## config.mk

```make
export PLATFORM = sky130hd
export DESIGN_NAME = instr_fetch_buffer
export DESIGN_NICKNAME = d
export VERILOG_FILES = /design/src/rtl/instr_fetch_buffer_pkg.sv /design/src/rtl/instr_fetch_buffer_fetch_fifo.sv /design/src/rtl/instr_fetch_buffer.sv
export SDC_FILE = /design/constraint.sdc
export NUM_CORES = 1
export LEC_CHECK = 0
export BUFFER_PORTS_ARGS = -buffer_cell sky130_fd_sc_hd__buf_2
export CORE_MARGIN = 2
export CORE_UTILIZATION = 50
export CTS_CLUSTER_SIZE = 8
export DETAILED_ROUTE_END_ITERATION = 16
export PLACE_DENSITY = 0.7
export SLEW_MARGIN = 20
export SYNTH_ARGS = -nofsm -noshare
export SYNTH_HDL_FRONTEND = slang
export SYNTH_SLANG_ARGS = --single-unit
```

## constraint.sdc

```tcl
create_clock -name clk -period 4.3 [get_ports clk]
set_input_delay 0.215 -clock clk [delete_from_list [all_inputs] [get_ports clk]]
set_output_delay 0.215 -clock clk [all_outputs]
set_load 0.03 [all_outputs]
```

## src/rtl/instr_fetch_buffer_pkg.sv

```systemverilog
// Shared types for the prefetching instruction fetch stage.
// Holds the fetch buffer entry layout and the reset NOP encoding.
package instr_fetch_buffer_pkg;

  typedef struct packed {
    logic [31:0] pc;
    logic [31:0] instr;
  } fetch_entry_t;

  localparam logic [31:0] NOP_INSTR = 32'h00000013;

  function automatic logic [31:0] word_align(input logic [31:0] a);
    return {a[31:2], 2'b00};
  endfunction

endpackage

```

## src/rtl/instr_fetch_buffer_fetch_fifo.sv

```systemverilog
// Synchronous FIFO of fetch entries with push, pop and clear.
// Clear and reset empty the queue; the storage array is left untouched.
module fetch_fifo
  import instr_fetch_buffer_pkg::*;
#(
  parameter int DEPTH = 4
) (
  input  logic                       clk,
  input  logic                       rst,
  input  logic                       i_push,
  input  logic                       i_pop,
  input  logic                       i_clear,
  input  fetch_entry_t               i_data,
  output logic [$clog2(DEPTH+1)-1:0] o_count,
  output fetch_entry_t               o_head
);

  localparam int AW = $clog2(DEPTH);
  localparam int CW = $clog2(DEPTH + 1);

  fetch_entry_t  r_mem [DEPTH];
  logic [AW-1:0] r_wptr;
  logic [AW-1:0] r_rptr;
  logic [CW-1:0] r_count;

  logic w_full;
  logic w_do_push;
  logic w_do_pop;

  assign w_full    = (r_count == CW'(DEPTH));
  assign w_do_push = i_push && (!w_full || i_pop);
  assign w_do_pop  = i_pop && (r_count != '0);

  always_ff @(posedge clk) begin
    if (rst || i_clear) begin
      r_wptr  <= '0;
      r_rptr  <= '0;
      r_count <= '0;
    end else begin
      if (w_do_push) r_wptr <= r_wptr + AW'(1);
      if (w_do_pop)  r_rptr <= r_rptr + AW'(1);
      unique case ({w_do_push, w_do_pop})
        2'b10:   r_count <= r_count + CW'(1);
        2'b01:   r_count <= r_count - CW'(1);
        default: r_count <= r_count;
      endcase
    end
  end

  always_ff @(posedge clk) begin
    if (w_do_push && !i_clear && !rst)
      r_mem[r_wptr] <= i_data;
  end

  assign o_count = r_count;
  assign o_head  = r_mem[r_rptr];

endmodule

```

## src/rtl/instr_fetch_buffer.sv

```systemverilog
// Prefetching fetch stage: sequential word fetch, FIFO buffering, redirect flush.
// Define IFB_BYPASS_EN to forward a response straight to the core when the FIFO is empty.
module instr_fetch_buffer
  import instr_fetch_buffer_pkg::*;
#(
  parameter int          DEPTH           = 4,
  parameter int          MAX_OUTSTANDING = 2,
  parameter logic [31:0] RESET_PC        = 32'h00000000
) (
  input  logic        clk,
  input  logic        rst,
  input  logic        redirect,
  input  logic [31:0] redirect_pc,
  input  logic        instr_ready,
  output logic        instr_valid,
  output logic [31:0] instruction,
  output logic [31:0] pc,
  output logic        mem_req,
  output logic [31:0] mem_addr,
  input  logic        mem_gnt,
  input  logic        mem_rvalid,
  input  logic [31:0] mem_rdata
);

  localparam int IW = $clog2(MAX_OUTSTANDING + 1);
  localparam int CW = $clog2(DEPTH + 1);

  logic [31:0]   r_fetch_pc;
  logic [31:0]   r_resp_pc;
  logic [IW-1:0] r_inflight;
  logic [IW-1:0] r_drop;

  logic [CW-1:0] w_count;
  fetch_entry_t  w_head;
  fetch_entry_t  w_entry;
  logic [31:0]   w_redir_pc;
  int            w_live;
  logic          w_issue;
  logic          w_rsp;
  logic          w_keep;
  logic          w_discard;
  logic          w_fifo_valid;
  logic          w_byp;
  logic          w_push;
  logic          w_pop;

  assign w_redir_pc = word_align(redirect_pc);
  assign w_entry    = '{pc: r_resp_pc, instr: mem_rdata};

  // Words already owed to the core: buffered plus live (non-dropped) requests.
  assign w_live = int'(w_count) + int'(r_inflight) - int'(r_drop);

  assign mem_req = !rst && !redirect
                && (int'(r_inflight) < MAX_OUTSTANDING)
                && (w_live < DEPTH);
  assign mem_addr = r_fetch_pc;

  assign w_issue   = mem_req && mem_gnt;
  assign w_rsp     = mem_rvalid && (r_inflight != '0);
  assign w_keep    = w_rsp && (r_drop == '0);
  assign w_discard = w_rsp && (r_drop != '0);

  assign w_fifo_valid = !rst && !redirect && (w_count != '0);

`ifdef IFB_BYPASS_EN
  assign w_byp = !rst && !redirect && w_keep && (w_count == '0);
`else
  assign w_byp = 1'b0;
`endif

  assign w_push = w_keep && !redirect && !(w_byp && instr_ready);
  assign w_pop  = w_fifo_valid && instr_ready;

  always_comb begin
    instr_valid = w_fifo_valid;
    instruction = NOP_INSTR;
    pc          = r_resp_pc;
    if (w_count != '0) begin
      instruction = w_head.instr;
      pc          = w_head.pc;
    end
    if (w_byp) begin
      instr_valid = 1'b1;
      instruction = mem_rdata;
      pc          = r_resp_pc;
    end
  end

  always_ff @(posedge clk) begin
    if (rst) begin
      r_fetch_pc <= RESET_PC;
      r_resp_pc  <= RESET_PC;
      r_inflight <= '0;
      r_drop     <= '0;
    end else begin
      r_inflight <= r_inflight + IW'(w_issue) - IW'(w_rsp);
      if (redirect) begin
        // No issue happens in a redirect cycle, so every survivor is stale.
        r_fetch_pc <= w_redir_pc;
        r_resp_pc  <= w_redir_pc;
        r_drop     <= r_inflight - IW'(w_rsp);
      end else begin
        if (w_issue)   r_fetch_pc <= r_fetch_pc + 32'd4;
        if (w_keep)    r_resp_pc  <= r_resp_pc + 32'd4;
        if (w_discard) r_drop     <= r_drop - IW'(1);
      end
    end
  end

  fetch_fifo #(
    .DEPTH (DEPTH)
  ) u_fifo (
    .clk     (clk),
    .rst     (rst),
    .i_push  (w_push),
    .i_pop   (w_pop),
    .i_clear (redirect),
    .i_data  (w_entry),
    .o_count (w_count),
    .o_head  (w_head)
  );

  always_ff @(posedge clk) begin
    if (!rst) begin
      assert (!(mem_rvalid && r_inflight == '0))
        else $error("ifb: response with nothing in flight");
      assert (r_drop <= r_inflight)
        else $error("ifb: drop exceeds inflight");
    end
  end

endmodule

```

==> results of run 1 <==
## logic make-up (layout without fill, tap and decap cells)
| group | after synthesis | in the layout | synth area share [%] |
|---|---|---|---|
| AOI/OAI and AO/OA | 120 | 120 | 6.84 |
| muxes | 69 | 69 | 10.6 |
| other | 1 | 6 | 0.0271 |
| adders and majority gates | 18 | 18 | 1.74 |
| xor gates and xnor gates | 43 | 43 | 2.72 |
| DFF | 321 | 321 | 64.4 |
| buffers and inverters | 72 | 295 | 2.42 |
| and+or+nand+nor | 295 | 295 | 11.2 |
## final cells by class
class / instances / area (um2) / area share, %
diodes: 2 / 5.00 / 0.0302
clock buffers: 59 / 1220 / 7.36
clock inverters: 3 / 41.3 / 0.249
inverters: 23 / 86.3 / 0.520
multi-input cells: 549 / 4610 / 27.8
flip-flops and latches: 321 / 8910 / 53.7
well taps: 341 / 427 / 2.57
repair buffers: 210 / 1290 / 7.78
## worst max-delay path, delay by kind of cell, from the launching register on
| family | cells | cell delay [ps] |
|---|---|---|
| AOI/OAI and AO/OA | 1 | 310 |
| and+or+nand+nor | 3 | 550 |
| buffers and inverters | 3 | 440 |
| adders and majority gates | 2 | 810 |
| DFF | 1 | 630 |
## routing by layer
layer	GRT usage (%)	vias to the layer above
li1	-	3993
met1	28.8	4178
met3	4.70	44
met4	5.80	0
met2	33.7	273
met5	0	-
## sequential cells by signal (all words and copies together) (netlist names), named ones only
name / cells
mem_addr: 30
r_drop: 2
r_inflight: 2
r_resp_pc: 30
u_fifo.o_count: 3
u_fifo.r_mem: 248
u_fifo.r_rptr: 2
u_fifo.r_wptr: 2
## worst paths after layout
path	startpoint	to	slack, ps
max reg2reg	r_inflight[1]$_SDFF_PP0_	r_inflight[0]$_SDFF_PP0_	870
max	r_inflight[1]$_SDFF_PP0_	mem_req	800
min	redirect_pc[6]	mem_addr[6]$_SDFFE_PP0P_	30
min reg2reg	mem_addr[27]$_SDFFE_PP0P_	mem_addr[27]$_SDFFE_PP0P_	510
## cells in the final DEF (no fill, tap or decap), types with 8 or more instances in the layout
| master | count |
|---|---|
| a211oi_1 | 8 |
| a21boi_0 | 25 |
| a21oi_1 | 10 |
| and3_1 | 9 |
| buf_2 | 161 |
| buf_4 | 14 |
| clkbuf_1 | 12 |
| clkbuf_16 | 47 |
| dfxtp_1 | 71 |
| dlygate4sd3_1 | 32 |
| edfxtp_1 | 248 |
| ha_1 | 16 |
| inv_1 | 22 |
| mux4_2 | 62 |
| nand2_1 | 118 |
| nand3_1 | 25 |
| nand4_1 | 18 |
| nor2_1 | 36 |
| nor2b_1 | 31 |
| nor3_1 | 13 |
| nor4_1 | 8 |
| o21a_1 | 31 |
| o31a_1 | 16 |
| xnor2_1 | 11 |
| xor2_1 | 32 |
## report_power, final
part           total [W]  switching [W]  leakage [nW]  internal [W]
combinational   0.000764       0.000470          2.60      0.000294
sequential       0.00357       0.000124          2.85       0.00345
clock            0.00316        0.00120         0.611       0.00195
## through the flow
stage | instances | util, % | setup slack (ps)
2_1_floorplan | 942 | - | 1230
3_3_place_gp | 1412 | 55.5 | 911
3_5_place_dp | 1412 | 55.5 | 869
4_1_cts | 1506 | 61.4 | 780
5_1_grt | 1506 | 61.4 | 653
6_report | 1508 | 61.4 | 804
## what timing repair did
item / 4_1_cts / 5_1_grt
hold endpoints to repair: 128 / 0
hold buffers: 32 / 0
buffers inserted: 0 / 0
==> out/metrics.yaml, run 1 <==
wl_per_cell_um: 19.7
globalplace.congestion: 0.774
drive_above_1_share_pct: 27.6
die_h_um: 170
ys_dominant_reg_cell: "edfxtp_1"
fillers: 2058
yosysMostFrequentCell: "edfxtp_1"
clk_latency_ps: 530
die_w_um: 170
fin_tns_setup_ps: 0
yosys-top-cells-area: "edfxtp_1, dfxtp_1, mux4_2"
vias: 8488
ys_seq_area_share_pct: 64.4
synth_common_cells: "edfxtp_1, nand2_1, dfxtp_1"
max-vdd-ir-drop_mv: 0.282
drc: 0
outcome: "complete, no violations"
cts-root-buf: "clkbuf_16"
cpMostUsedCell: "inv_1"
syn_area_um2: 13800
grt_usage_pct: 20.9
dr.first_iter.drc_count: 580
crit_slowest_cell: "dfxtp_1"
numCtsBuffers: 46
critPathRequiredTime_ps: 4090
grt_setup_unrepaired: "no"
grt_overflow: 0
row_count: 60
highest_layer: "met4"
wl_met2_um: 13700
critPathLaunchType: "flip-flop"
ys_seq_elements: 321
grt_pass1_vias: 8733
clockBufferDepth: 3
antenna_found_initial: 2
fmax_mhz: 286
path_max_fanout: 8
pin_count: 168
post-route-period-util_pct: 81.3
ctsResizeCount: 0
cts_tree: "built"
start_util_pct: 51.2
grt_max_degree: 69
hp-class: "in2reg"
crit_arrival_ps: 3280
skew_ps: 12.3
post-route-min-period_ps: 3500
crit_chain: "inv_1 > fa_1 > inv_1 > ha_1 > and3b_4 > o221ai_4 > nand2_1 > nor3_1 > buf_2"
ant_nets: 0
synth_top_area_share_pct: 53.9
drt-met1-wl_um: 13300
p_total_w: 0.00749
syn_avg_cell_area_um2: 14.7
routed-wl-met3_um: 2060
setup_violations: 0
design_area_um2: 16600
worst_pin_slew_ps: 1080
hold_depth: 3
synth_top_area_cell: "edfxtp_1"
ys_warn_count: 0
hold-worst-slack_ps: 25.3
ys_async_sr_fraction_pct: 0
relSlewSlack_pct: 28.2
htreeDepth: 2
firstDrtPassIters: 5
viasPerCell: 5.63
grt_first_pass_wirelength_um: 47100
wirelength_um: 29600
cts.sinks: 321
crit_type: "reg2out"
reg2reg_depth: 11
nets: 1239
critical-path-max-stage-delay_ps: 630
portBuffers: 161
drv_cap: 0
final_max_slew_viol_count: 0
placed_area_um2: 15000
synth_cells: 939
die_area_um2: 29000
powerDensity_nw_per_um2: 452
netlist-cell-type-count: 59
p_leak_nw: 6.07
dpl.hpwl_um: 18100
worstSetupEndpointType: "primary output"
synth_edf_count: 248
final_hold_viol_count: 0
cts.clk_slew.worst_paths_ps: 50
fp.coreArea_um2: 27000
synthToLayoutAreaGrowth_pct: 20.0
No activity file was read; power rests on OpenSTA's default activity.
==> run 2, diff against run 1 <==
--- a/config.mk
+++ b/config.mk
@@ -10,7 +10,7 @@
 export CORE_UTILIZATION = 50
 export CTS_CLUSTER_SIZE = 8
 export DETAILED_ROUTE_END_ITERATION = 16
-export PLACE_DENSITY = 0.7
+export PLACE_DENSITY = 0.73
 export SLEW_MARGIN = 20
 export SYNTH_ARGS = -nofsm -noshare
 export SYNTH_HDL_FRONTEND = slang
==> constraint.sdc (replaced) <==
create_clock -name clk -period 2.85 [get_ports clk]
set_input_delay 0.1425 -clock clk [delete_from_list [all_inputs] [get_ports clk]]
set_output_delay 0.1425 -clock clk [all_outputs]
set_load 0.03 [all_outputs]
==> run 2 against run 1 <==
Against the previous run:
- non-clock buffer count rose by 35
- critical path depth unchanged
- largest cell class unchanged
- count of clock-buffer cells in the layout rose by 1
- register-to-register slack lost 780 ps
- global-route usage is 0.24 points lower
- sequential cell count unchanged
- sequential share of layout area down 1.4 points
- clock skew rose by 6.8 ps
- hold slack improved by 1.2 ps
- sequential power increased by 50%
- combinational power grew 79%
==> out/metrics.yaml, run 2 (synthesis gave the netlist of run 1 again) <==
outcome: "complete, no violations"
fp.coreArea_um2: 27000
largest_reg_flops: 248
cts.clk_slew.worst_paths_ps: 50
die_w_um: 170
cts-root-buf: "clkbuf_16"
wl_met2_um: 13700
n_antenna_cell: 0
grt_max_degree: 63
grt_pass1_vias: 8809
vias: 8671
clockBufferDepth: 3
multi_input_area_um2: 4670
globalplace.congestion: 0.796
crit_type: "reg2out"
relSlewSlack_pct: 59.9
power_frac_seq_pct: 46.6
grt_first_pass_wirelength_um: 46600
cts.sinks: 321
htreeDepth: 2
dp_slack_ps: 127
critPathRequiredTime_ps: 2710
finalNonFillerCells: 1542
grt_usage_pct: 20.6
ant_nets: 0
wl_per_cell_um: 19.1
final_max_slew_viol_count: 0
row_count: 60
fmax_mhz: 356
fin_tns_setup_ps: 0
dpl.hpwl_um: 18100
drive_above_1_share_pct: 29.1
hp-class: "in2reg"
nets: 1274
grt_overflow: 0
clkPwrFrac_pct: 41.5
hold-worst-slack_ps: 26.6
wirelength_um: 29400
routed-wl-met3_um: 1860
dp.cells: 1425
setup_violations: 0
regMostFlops: "u_fifo.r_mem"
regArea_um2: 8920
layout_commonest_cell: "edfxtp_1"
die_area_um2: 29000
fillers: 2014
critPathLaunchType: "flip-flop"
clk_latency_ps: 540
antenna_found_initial: 0
final_core_util_pct: 63.0
post-route-period-util_pct: 98.6
synthToLayoutAreaGrowth_pct: 23.2
power.internal_w: 0.00873
post-route-min-period_ps: 2810
viasPerCell: 5.62
drt-met1-wl_um: 13400
dr.first_iter.drc_count: 600
grt_setup_unrepaired: "yes"
p_comb_share_pct: 11.9
p_leak_nw: 6.23
p_sw_share_pct: 24.1
worstSetupEndpointType: "primary output"
mostFrequentLayoutCells: "edfxtp_1, buf_2, nand2_1"
die_h_um: 170
highest_layer: "met4"
worst_pin_slew_ps: 597
firstDrtPassIters: 5
crit_arrival_ps: 2670
pin_count: 168
drc: 0
portBuffers: 161
power.switching_w: 0.00278
skew_ps: 19.0
numCtsBuffers: 46
path_max_fanout: 2
powerDensity_nw_per_um2: 675
max-vdd-ir-drop_mv: 0.398
cts_tree: "built"
final_hold_viol_count: 0
layout_setup_ws_ps: 40.5
drv_cap: 0
start_util_pct: 51.2
run 2: changes by cell type in the layout (fill, tap and decap cells not counted), moves of 3 or more:
| cell | previous run | this run |
|---|---|---|
| inv_1 | 22 | 19 |
| buf_4 | 14 | 24 |
| buf_6 | 0 | 4 |
| inv_2 | 1 | 4 |
| buf_12 | 3 | 8 |
| dlygate4sd3_1 | 32 | 49 |
run 2: path summary, 6_finish.rpt:
check | to | from | slack, ps | cells past startpoint
setup / recovery | mem_req | r_inflight[1]$_SDFF_PP0_ | 40 | 9
hold / removal | mem_addr[31]$_SDFFE_PP0P_ | redirect_pc[31] | 30 | 3
hold reg to reg | mem_addr[27]$_SDFFE_PP0P_ | mem_addr[27]$_SDFFE_PP0P_ | 520 | 2
setup reg to reg | mem_addr[22]$_SDFFE_PP0P_ | r_inflight[1]$_SDFF_PP0_ | 90 | 11
run 2: power by group through the flow:
stage                     Sequential, W  Combinational (W)  Clock, W
after floorplan                 0.00545           0.000823         0
after global routing            0.00538            0.00149   0.00506
after detailed placement        0.00544            0.00122         0
after global placement          0.00543            0.00120         0
after CTS                       0.00535            0.00134   0.00488
final                           0.00536            0.00137   0.00477
run 2: repair_timing:
action,4_1_cts,5_1_grt
resized for setup,10,5
hold buffers,49,0
pin swaps,7,5
endpoints found under the setup margin,1,19
buffers inserted,6,0
endpoints found under the hold margin,152,0
run 2: final cells by class:
| class | instances | share of cell area, % |
|---|---|---|
| multi-input combinational | 549 | 27.4 |
| tap | 341 | 2.50 |
| timing repair buffer | 245 | 9.84 |
| clock buffer | 60 | 7.19 |
| sequential | 321 | 52.3 |
| inverter | 23 | 0.507 |
| clock inverter | 3 | 0.242 |
run 2: through the flow:
stage / power, W / cell area, um2
after detailed placement: 0.00666 / 15200
after global placement: 0.00663 / 15200
after CTS: 0.0116 / 17000
after global routing: 0.0119 / 17000
final: 0.0115 / 17000
after floorplan: 0.00628 / 13900
run 2: routing by layer:
layer	up-vias	global-route usage, %
li1	4060	-
met1	4294	28.9
met2	278	33.4
met3	39	4.40
met4	0	4.91
met5	-	0
run 2: critical path, stage by stage (launching register included):
cell,delay (ps)
dfxtp_2,330
inv_2,40
fa_1,530
inv_1,50
ha_1,260
and3b_4,200
a2111o_4,460
nand2_4,80
nor3_4,40
buf_6,140
